`src/rtl/dds_sweep_ctrl.sv`:
```
`timescale 1ns/1ps
// -----------------------------------------------------------------------------
// dds_sweep_ctrl
//
// Drives the DDS core control inputs (Enable, LoadP, LoadF, FreqPhase) to run
// a stepped frequency sweep. A start pulse latches the sweep configuration and
// loads the initial phase. A series of frequency words spaced by a fixed step
// is then loaded, and each word is held for a programmable dwell time.
//
// Optional build macro:
//   SWEEP_CONTINUOUS_EN - adds input cfg_loop. When the latched cfg_loop is 1
//                         the sweep restarts from the start frequency after the
//                         last point (without reloading the phase) and runs
//                         until abort. done is never pulsed in that mode.
//
// Ports:
//   clk             system clock
//   rst_n           asynchronous active-low reset
//   start           single-cycle sweep start request (ignored while busy)
//   abort           synchronous abort, returns to IDLE from any other state
//   cfg_start_freq  first frequency word
//   cfg_step        unsigned frequency increment per point (wraps mod 2^FW)
//   cfg_num_steps   number of frequency points, 0 treated as 1
//   cfg_dwell       clk cycles per point, 0 treated as 1
//   cfg_phase       initial phase word
//   cfg_loop        (SWEEP_CONTINUOUS_EN only) continuous sweep select
//   dds_enable      DDS Enable
//   dds_loadp       DDS LoadP, 1-cycle pulse
//   dds_loadf       DDS LoadF, 1-cycle pulse
//   dds_freqphase   DDS FreqPhase
//   busy            high in LOAD_P, LOAD_F and DWELL
//   done            1-cycle pulse at sweep completion
//   step_idx        0-based index of the current frequency point
//
// All outputs are registered: the next-state logic computes the output values
// belonging to the state being entered, so they change together with state.
// -----------------------------------------------------------------------------
module dds_sweep_ctrl #(
    parameter int FW      = 16,
    parameter int CNT_W   = 10,
    parameter int DWELL_W = 16
) (
    input  logic               clk,
    input  logic               rst_n,
    input  logic               start,
    input  logic               abort,
    input  logic [FW-1:0]      cfg_start_freq,
    input  logic [FW-1:0]      cfg_step,
    input  logic [CNT_W-1:0]   cfg_num_steps,
    input  logic [DWELL_W-1:0] cfg_dwell,
    input  logic [FW-1:0]      cfg_phase,
`ifdef SWEEP_CONTINUOUS_EN
    input  logic               cfg_loop,
`endif
    output logic               dds_enable,
    output logic               dds_loadp,
    output logic               dds_loadf,
    output logic [FW-1:0]      dds_freqphase,
    output logic               busy,
    output logic               done,
    output logic [CNT_W-1:0]   step_idx
);

    typedef enum logic [2:0] {
        S_IDLE   = 3'd0,
        S_LOAD_P = 3'd1,
        S_LOAD_F = 3'd2,
        S_DWELL  = 3'd3,
        S_DONE   = 3'd4
    } state_t;

    // Index of the last point; a zero point count behaves as a single point.
    function automatic logic [CNT_W-1:0] last_index(input logic [CNT_W-1:0] n);
        logic [CNT_W-1:0] r;
        if (n == {CNT_W{1'b0}}) begin
            r = {CNT_W{1'b0}};
        end else begin
            r = n - CNT_W'(1);
        end
        return r;
    endfunction

    // Effective dwell; a zero dwell behaves as one cycle.
    function automatic logic [DWELL_W-1:0] dwell_eff(input logic [DWELL_W-1:0] d);
        logic [DWELL_W-1:0] r;
        if (d == {DWELL_W{1'b0}}) begin
            r = DWELL_W'(1);
        end else begin
            r = d;
        end
        return r;
    endfunction

    state_t             state_q,     state_d;
    logic               enable_q,    enable_d;
    logic               loadp_q,     loadp_d;
    logic               loadf_q,     loadf_d;
    logic               done_q,      done_d;
    logic               busy_q,      busy_d;
    logic [FW-1:0]      freqphase_q, freqphase_d;
    logic [CNT_W-1:0]   step_idx_q,  step_idx_d;
    logic [FW-1:0]      cur_freq_q,  cur_freq_d;
    logic [DWELL_W-1:0] dwell_cnt_q, dwell_cnt_d;

    // Shadow copies of the configuration, frozen for the whole sweep.
    logic [FW-1:0]      step_sh_q,     step_sh_d;
    logic [CNT_W-1:0]   last_idx_sh_q, last_idx_sh_d;
    logic [DWELL_W-1:0] dwell_sh_q,    dwell_sh_d;
`ifdef SWEEP_CONTINUOUS_EN
    logic [FW-1:0]      start_sh_q,    start_sh_d;
    logic               loop_sh_q,     loop_sh_d;
`endif

    logic [FW-1:0]      next_freq_s;

    // Frequency of the following point; unsigned add wraps silently.
    always_comb begin
        next_freq_s = cur_freq_q + step_sh_q;
    end

    // Next-state and next-output logic of the sweep sequencer.
    always_comb begin
        state_d       = state_q;
        enable_d      = 1'b0;
        loadp_d       = 1'b0;
        loadf_d       = 1'b0;
        done_d        = 1'b0;
        busy_d        = 1'b0;
        freqphase_d   = freqphase_q;
        step_idx_d    = step_idx_q;
        cur_freq_d    = cur_freq_q;
        dwell_cnt_d   = dwell_cnt_q;
        step_sh_d     = step_sh_q;
        last_idx_sh_d = last_idx_sh_q;
        dwell_sh_d    = dwell_sh_q;
`ifdef SWEEP_CONTINUOUS_EN
        start_sh_d    = start_sh_q;
        loop_sh_d     = loop_sh_q;
`endif

        case (state_q)
            S_IDLE: begin
                // abort takes priority over a simultaneous start
                if (start && !abort) begin
                    state_d       = S_LOAD_P;
                    step_sh_d     = cfg_step;
                    last_idx_sh_d = last_index(cfg_num_steps);
                    dwell_sh_d    = dwell_eff(cfg_dwell);
                    cur_freq_d    = cfg_start_freq;
                    step_idx_d    = {CNT_W{1'b0}};
`ifdef SWEEP_CONTINUOUS_EN
                    start_sh_d    = cfg_start_freq;
                    loop_sh_d     = cfg_loop;
`endif
                    loadp_d       = 1'b1;
                    enable_d      = 1'b1;
                    busy_d        = 1'b1;
                    freqphase_d   = cfg_phase;
                end else begin
                    state_d = S_IDLE;
                end
            end

            S_LOAD_P: begin
                if (abort) begin
                    state_d = S_IDLE;
                end else begin
                    state_d     = S_LOAD_F;
                    loadf_d     = 1'b1;
                    enable_d    = 1'b1;
                    busy_d      = 1'b1;
                    freqphase_d = cur_freq_q;
                end
            end

            S_LOAD_F: begin
                if (abort) begin
                    state_d = S_IDLE;
                end else begin
                    state_d     = S_DWELL;
                    enable_d    = 1'b1;
                    busy_d      = 1'b1;
                    dwell_cnt_d = dwell_sh_q;
                end
            end

            S_DWELL: begin
                if (abort) begin
                    state_d = S_IDLE;
                end else if (dwell_cnt_q > DWELL_W'(1)) begin
                    state_d     = S_DWELL;
                    enable_d    = 1'b1;
                    busy_d      = 1'b1;
                    dwell_cnt_d = dwell_cnt_q - DWELL_W'(1);
                end else if (step_idx_q == last_idx_sh_q) begin
`ifdef SWEEP_CONTINUOUS_EN
                    if (loop_sh_q) begin
                        // wrap back to the first point; phase is not reloaded
                        state_d     = S_LOAD_F;
                        loadf_d     = 1'b1;
                        enable_d    = 1'b1;
                        busy_d      = 1'b1;
                        cur_freq_d  = start_sh_q;
                        freqphase_d = start_sh_q;
                        step_idx_d  = {CNT_W{1'b0}};
                    end else begin
                        state_d = S_DONE;
                        done_d  = 1'b1;
                    end
`else
                    state_d = S_DONE;
                    done_d  = 1'b1;
`endif
                end else begin
                    state_d     = S_LOAD_F;
                    loadf_d     = 1'b1;
                    enable_d    = 1'b1;
                    busy_d      = 1'b1;
                    cur_freq_d  = next_freq_s;
                    freqphase_d = next_freq_s;
                    step_idx_d  = step_idx_q + CNT_W'(1);
                end
            end

            S_DONE: begin
                state_d = S_IDLE;
            end

            default: begin
                state_d = S_IDLE;
            end
        endcase
    end

    // State, output and shadow registers.
    always_ff @(posedge clk or negedge rst_n) begin
        if (!rst_n) begin
            state_q       <= S_IDLE;
            enable_q      <= 1'b0;
            loadp_q       <= 1'b0;
            loadf_q       <= 1'b0;
            done_q        <= 1'b0;
            busy_q        <= 1'b0;
            freqphase_q   <= {FW{1'b0}};
            step_idx_q    <= {CNT_W{1'b0}};
            cur_freq_q    <= {FW{1'b0}};
            dwell_cnt_q   <= {DWELL_W{1'b0}};
            step_sh_q     <= {FW{1'b0}};
            last_idx_sh_q <= {CNT_W{1'b0}};
            dwell_sh_q    <= {DWELL_W{1'b0}};
`ifdef SWEEP_CONTINUOUS_EN
            start_sh_q    <= {FW{1'b0}};
            loop_sh_q     <= 1'b0;
`endif
        end else begin
            state_q       <= state_d;
            enable_q      <= enable_d;
            loadp_q       <= loadp_d;
            loadf_q       <= loadf_d;
            done_q        <= done_d;
            busy_q        <= busy_d;
            freqphase_q   <= freqphase_d;
            step_idx_q    <= step_idx_d;
            cur_freq_q    <= cur_freq_d;
            dwell_cnt_q   <= dwell_cnt_d;
            step_sh_q     <= step_sh_d;
            last_idx_sh_q <= last_idx_sh_d;
            dwell_sh_q    <= dwell_sh_d;
`ifdef SWEEP_CONTINUOUS_EN
            start_sh_q    <= start_sh_d;
            loop_sh_q     <= loop_sh_d;
`endif
        end
    end

    assign dds_enable    = enable_q;
    assign dds_loadp     = loadp_q;
    assign dds_loadf     = loadf_q;
    assign dds_freqphase = freqphase_q;
    assign busy          = busy_q;
    assign done          = done_q;
    assign step_idx      = step_idx_q;

endmodule

```
`config.mk`:
```
export PLATFORM = sky130hd
export DESIGN_NAME = dds_sweep_ctrl
export DESIGN_NICKNAME = d
export VERILOG_FILES = /design/src/rtl/dds_sweep_ctrl.sv
export SDC_FILE = /design/constraint.sdc
export NUM_CORES = 1
export LEC_CHECK = 0
export CORE_MARGIN = 5
export CORE_UTILIZATION = 25
export DETAILED_ROUTE_END_ITERATION = 6
export GPL_TIMING_DRIVEN = 0
export PLACE_DENSITY_LB_ADDON = 0.08
export SLEW_MARGIN = 10
export SYNTH_ARGS = -nofsm -noshare
export SYNTH_HDL_FRONTEND = slang
export SYNTH_SLANG_ARGS = --single-unit
```
`constraint.sdc`:
```
create_clock -name clk -period 3.5 [get_ports clk]
set_clock_uncertainty 0.05 [all_clocks]
set_input_delay 0.7 -clock clk [delete_from_list [all_inputs] [get_ports clk]]
set_output_delay 0.7 -clock clk [all_outputs]
set_load 0.01 [all_outputs]
```
Word level (Yosys, flattened, before mapping)

Index checks and enable logic that the tools add are counted.

$lt $le $gt $ge: 1
Reductions and logical operators: 13
Equality and inequality tests: 11
Add/subtract/negate cells: 4
Multiplexer cells: 40

Operators by type and width:

| cell                  | count |
|---|---|
| $mux 16               | 10 |
| $pmux 16 s2           | 2 |
| $mux 10               | 5 |
| $pmux 16 s3           | 1 |
| $pmux 10 s2           | 1 |
| $add 16x16->16        | 1 |
| $gt 16x1->1 const B   | 1 |
| $logic_not 16->1      | 1 |
| $sub 16x1->16 const B | 1 |
| $ne 2x2->1 const B    | 7 |
| $mux 1                | 13 |
| $pmux 3 s4            | 1 |
| $add 10x1->10 const B | 1 |
| $eq 10x10->1          | 1 |
| $logic_not 10->1      | 1 |
| $sub 10x1->10 const B | 1 |
| $mux 3                | 3 |
| $eq 3x2->1 const B    | 2 |
| $reduce_and 6->1      | 1 |
| $reduce_and 5->1      | 1 |
| $mux 2                | 2 |
| $reduce_and 4->1      | 1 |
| $reduce_bool 2->1     | 2 |
| $eq 3x1->1 const B    | 1 |
| other kinds (8)       | 8 |

Output and inout bits: 31
Register bits: 107
Bits of input ports: 78
Logic and storage cells: 81

Logic depth before layout (Yosys ltp)

Depth in word-level cells: 5
Gate-level depth with buffers: 10
Mapped depth without buffers: 9

Least setup slack after synthesis

Ideal clock, no wire load.

Kind: register to register
Start point: register cur_freq_q[0]
End point: register freqphase_q[14], in the netlist dds_freqphase[14]
Data arrival time: 2,401 ps
Setup time: 95 ps
Cell stages (with the launch flop): 10
Path buffers: 0
Required time: 3,355 ps
Clock period less this slack: 2,547 ps
Setup slack: 953 ps
Cell sequence: dfrtp_1 ha_1 fa_1 a21o_1 a221oi_1 a21oi_1 a211oi_1 xnor2_1 a21oi_1 o31ai_1

Longest elaborated chain between the ends: 5

RTL lines:

| element                  | RTL line | RTL |
|---|---|---|
| start: declaration       | 102      | `logic [FW-1:0] cur_freq_q, cur_freq_d;` |
| start signal: assignment | 246      | `cur_freq_q <= {FW{1'b0}};` |
| start signal: assignment | 264      | `cur_freq_q <= cur_freq_d;` |
| $add 16x16->16           | 118      | `next_freq_s = cur_freq_q + step_sh_q;` |
| $mux 16                  | 195      | `end else if (step_idx_q == last_idx_sh_q) begin` |
| $mux 16                  | 190      | `end else if (dwell_cnt_q > DWELL_W'(1)) begin` |
| $mux 16                  | 188      | `if (abort) begin` |
| $pmux 16 s3              | 141      | `case (state_q)` |
| end signal: assignment   | 244      | `freqphase_q <= {FW{1'b0}};` |
| end signal: assignment   | 262      | `freqphase_q <= freqphase_d;` |
| end: declaration         | 100      | `logic [FW-1:0] freqphase_q, freqphase_d;` |

No other way between the ends. The select of a mux whose other input is x is not followed.
A chain may end at the register's enable or synchronous reset.

Worst setup path in the final report

Start point: register step_idx_q[0], in the netlist step_idx[0]
End point: register cur_freq_q[1]

Longest elaborated chain between the ends: 3

RTL lines:

| element                    | RTL line | RTL |
|---|---|---|
| start: declaration         | 101      | `logic [CNT_W-1:0] step_idx_q, step_idx_d;` |
| start signal: assignment   | 245      | `step_idx_q <= {CNT_W{1'b0}};` |
| start signal: assignment   | 263      | `step_idx_q <= step_idx_d;` |
| $eq 10x10->1               | 195      |  |
| $ne 2x2->1 (no line)       | --       |  |
| $reduce_and 5->1 (no line) | --       |  |

No other way between the ends.

==> summary.txt <==
Pwr
  • Leak Pwr: 3.303 nW
  • P_int: around 2.8 mW
  • Seq pwr share: approximately two fifths
  • Tot Pwr: approximately 4.5 mW
  • Clk network pwr share: roughly 22%
  • Switch Pwr: around 1.7 mW
  • Logic pwr share: approximately 37%
  • VDD IR-drop max: around 0.17 mV
  • Sw frac: 37.80%
  • Power Density: 592.2 nW/um^2

Logic synthesis
  • Synth area leaders: dfrtp_1, nand2_1, nor2_1
  • Top-area cell type share of the netlist area: 45.68%
  • Mapped cell area: approximately 6000 sq um
  • Compound-cell area share of the yosys netlist: between 10% and 20%
  • Yosys reg bits: between 100 and 150
  • Synth cell types: 55
  • Synth warnings: 0
  • Avg Cell Area, Syn: 8.533 sq um
  • Async SR Flop Fraction: 100.0%
  • Number of flops mapped to enable cells by yosys: 0
  • Synth area leader: dfrtp_1
  • Post-synthesis adder-cell area fraction: ~4.4%
  • Mapped Cells: about 700
  • Largest family of logic cells by synthesized area: simple AND/OR/NAND/NOR gates
  • Commonest register cell after synthesis: dfrtp_1
  • Syn_nets: roughly 800
  • Post-synthesis simple-gate area fraction: 23.18%
  • Sequential-to-total area share from yosys stat: about 46%
  • Multiplexer area fraction after synthesis: less than 1%
  • Synth Area in XOR/XNOR: about 5.7%

Finish
  • Area of the multi-input gates: about 3000 sq um
  • Area Overhead vs Synth: 30.91%
  • Layout fillers: approximately 2,500
  • Most common cell after layout, fill and taps aside: nand2_1
  • Register area: 2678 sq um
  • Fin cells: around 1,100
  • Final instance area: 7674 sq um
  • Fraction of layout instances using a drive strength above 1: 3.567%
  • Nets: between 900 and 1,000
  • N_diodes: 0
  • Commonest cells after routing, fill and taps aside: nand2_1, dfrtp_1, clkdlybuf4s50_1

STA
  • Maximum clock frequency: 304.7 MHz
  • Pins Over Slew Limit: 0
  • Min Clock Period, post-route: 3.282 ns
  • Final worst slack: between 0.2 and 0.25 ns
  • Worst-case hold slack: ~0.20 ns
  • Pin slew with the least headroom to its limit: roughly 1.0 ns
  • Relative slew margins: a little under a third
  • Final Setup Violations: 0
  • Period utilization: 93.76%
  • Final Hold Vio Count: 0

GRT
  • Initial antenna violation count: 0
  • Largest net degree at the start of global routing: 74
  • Number of global-route vias before repair: 5,556
  • First-pass GRT wire length: roughly 31 mm
  • Total GRT Usage: approximately 15%
  • Total grt overflow: 0

Setup path
  • Most frequent CP cell: clkbuf_1
  • Worst Path Class, Setup: reg -> reg
  • Worst R2R End: cur_freq_q[1]
  • RR Startpoint: step_idx[0]
  • CP endpoint kind: register
  • Critical Path AT: 3.51 ns
  • Reg-to-reg slack, setup: around 0.22 ns
  • Worst path top cell family by delay: simple AND/OR/NAND/NOR gates
  • Worst path cell trace: clkbuf_1, xnor2_1, nand4_1, nor4_2, or4_1, buf_6, clkbuf_1, o21ai_0, a21oi_1
  • Setup crit start kind: register
  • CP Buf/Inv Count: 3
  • WP data required: ~3.7 ns
  • Reg2reg path depth: 9
  • Critical path's largest stage delay: 0.86 ns
  • Slowest-stage cell, CP: nor4_2
  • CP Max Fanout: 10

Hold path
  • Hold WC Path Type: in -> async

Clocking
  • Clock Tree Buf Depth: 2
  • Total clock sinks: about 110
  • TritonCTS clock tree: built
  • H-tree depth: 3
  • Clock tree root driver cell: clkbuf_16
  • CTS hold repair buffers: 0
  • Worst skew pair latency: ~0.35 ns
  • CTS Buf Count: 9
  • Clock transition at path regs: approximately 0.07 ns

Die
  • Die X: approximately 160 um
  • Die area: between 20,000 and 30,000 sq um
  • Die H: approximately 160 um
  • IO Pins: approximately 110
  • Initial Util: ~25%
  • Row Count: between 50 and 60
  • Core footprint: ~23,000 sq um

Route
  • Initial DRC count: approximately 490
  • Drt first pass iters: 5
  • DRC violation count after routing: 0
  • Via density: 4.784
  • ANT nets after route: 0
  • Routed len/inst: roughly 18 um
  • Drt total wl: about 20 mm
  • Via count: roughly 5,400

Place
  • Hpwl dp: around 15 mm
  • Worst Setup Slack post-DPL: ~0.19 ns
  • RePlAce Congestion: between 0.8 and 0.9
  • Port Buffers: about 110
  • Post-placement cell area: 7383 sq um
  • Dpl cells: 1,116

Job
  • Max-cap check violation count: 0

Status
  • Status: complete, no violations
worst register-to-register path, cell delays in order (launching register included):
cell and delay (ns):
dfrtp_1 0.42, clkbuf_1 0.31, xnor2_1 0.17, nand4_1 0.13, nor4_2 0.86, or4_1 0.25, buf_6 0.17, clkbuf_1 0.47
o21ai_0 0.21, a21oi_1 0.17
per-layer routing:
metal / GRT usage [%] / vias up / wire (um)
li1: - / 2637 / -
met1: 22.56 / 2591 / 9826
met2: 22.38 / 168 / 8594
met3: 2.902 / 19 / 1179
met4: 3.774 / 0 / 295
met5: 0 / - / 0
worst max-delay path by stage:
stage | to | slack (ns) | startpoint | cells after the start
finish | cur_freq_q[1] | 0.22 | step_idx[0] | 9
CTS | cur_freq_q[13] | 0.17 | dwell_cnt_q[0] | 9
global placement | dwell_cnt_q[3] | -2.81 | rst_n | 1
detailed placement | cur_freq_q[13] | 0.19 | dwell_cnt_q[0] | 9
floorplan | dds_freqphase[14] | 0.95 | cur_freq_q[0] | 9
global route | cur_freq_q[1] | -0.02 | step_idx[0] | 9
registers in the layout, summed over array words and instances, names as in the netlist:
register / count
done: 1
step_sh_q: 16
dwell_cnt_q: 16
busy: 1
step_idx: 10
state_q: 3
dds_freqphase: 16
dds_loadp: 1
dwell_sh_q: 16
last_idx_sh_q: 10
dds_loadf: 1
cur_freq_q: 16
cells in the mapped netlist, types with 3 or more instances:
cell and count:
a22oi_1 6, dfrtp_1 107, nand4_1 11, and4_1 3, o21ai_0 49, a31oi_1 12
ha_1 19, nand3_1 21, nor3_1 18, a211oi_1 9, and3_1 7, a21boi_0 3
inv_1 13, nand2_1 156, clkbuf_1 26, o21a_1 5, xor2_1 15, buf_1 6
a21oi_1 43, xnor2_1 23, nor4_1 6, a21o_1 10, o31ai_1 8, a211o_1 4
nor2_1 67
timing repair:
item | CTS | global route
setup endpoints to repair | 0 | 3
buffers inserted | 0 | 0
gates resized for setup | 0 | 1
power by group through the flow:
stage,Combinational (mW),Clock [mW],Sequential (mW)
after floorplan,1.07,0,1.80
after global placement,1.67,0,1.86
after detailed placement,1.70,0,1.87
after CTS,1.71,1.04,1.85
after global routing,1.90,1.08,1.89
final,1.70,1.00,1.85
layout make-up:
class / instances / area share (%)
inverters: 14 / 0.6848
clock inverters: 4 / 0.3261
flip-flops and latches: 107 / 34.89
plain buffers: 35 / 1.875
repair buffers: 110 / 14.56
well taps: 319 / 5.201
clock buffers: 12 / 3.343
multi-input cells: 531 / 39.12
metrics by stage:
stage	setup TNS, ns	util [%]
global route	-0.01869	32.99
global placement	-299.22	31.56
floorplan	0	-
CTS	0	32.95
detailed placement	0	31.74
finish	0	32.99
cells by family after synthesis:
family / Yosys count
flip-flops: 107
AO/OA/AOI/OAI: 166
AND/OR/NAND/NOR: 305
adder cells (fa/ha/maj): 20
buffers and inverters: 49
multiplexers: 2
XOR/XNOR: 38
No activity file was read; power rests on OpenSTA's default activity.
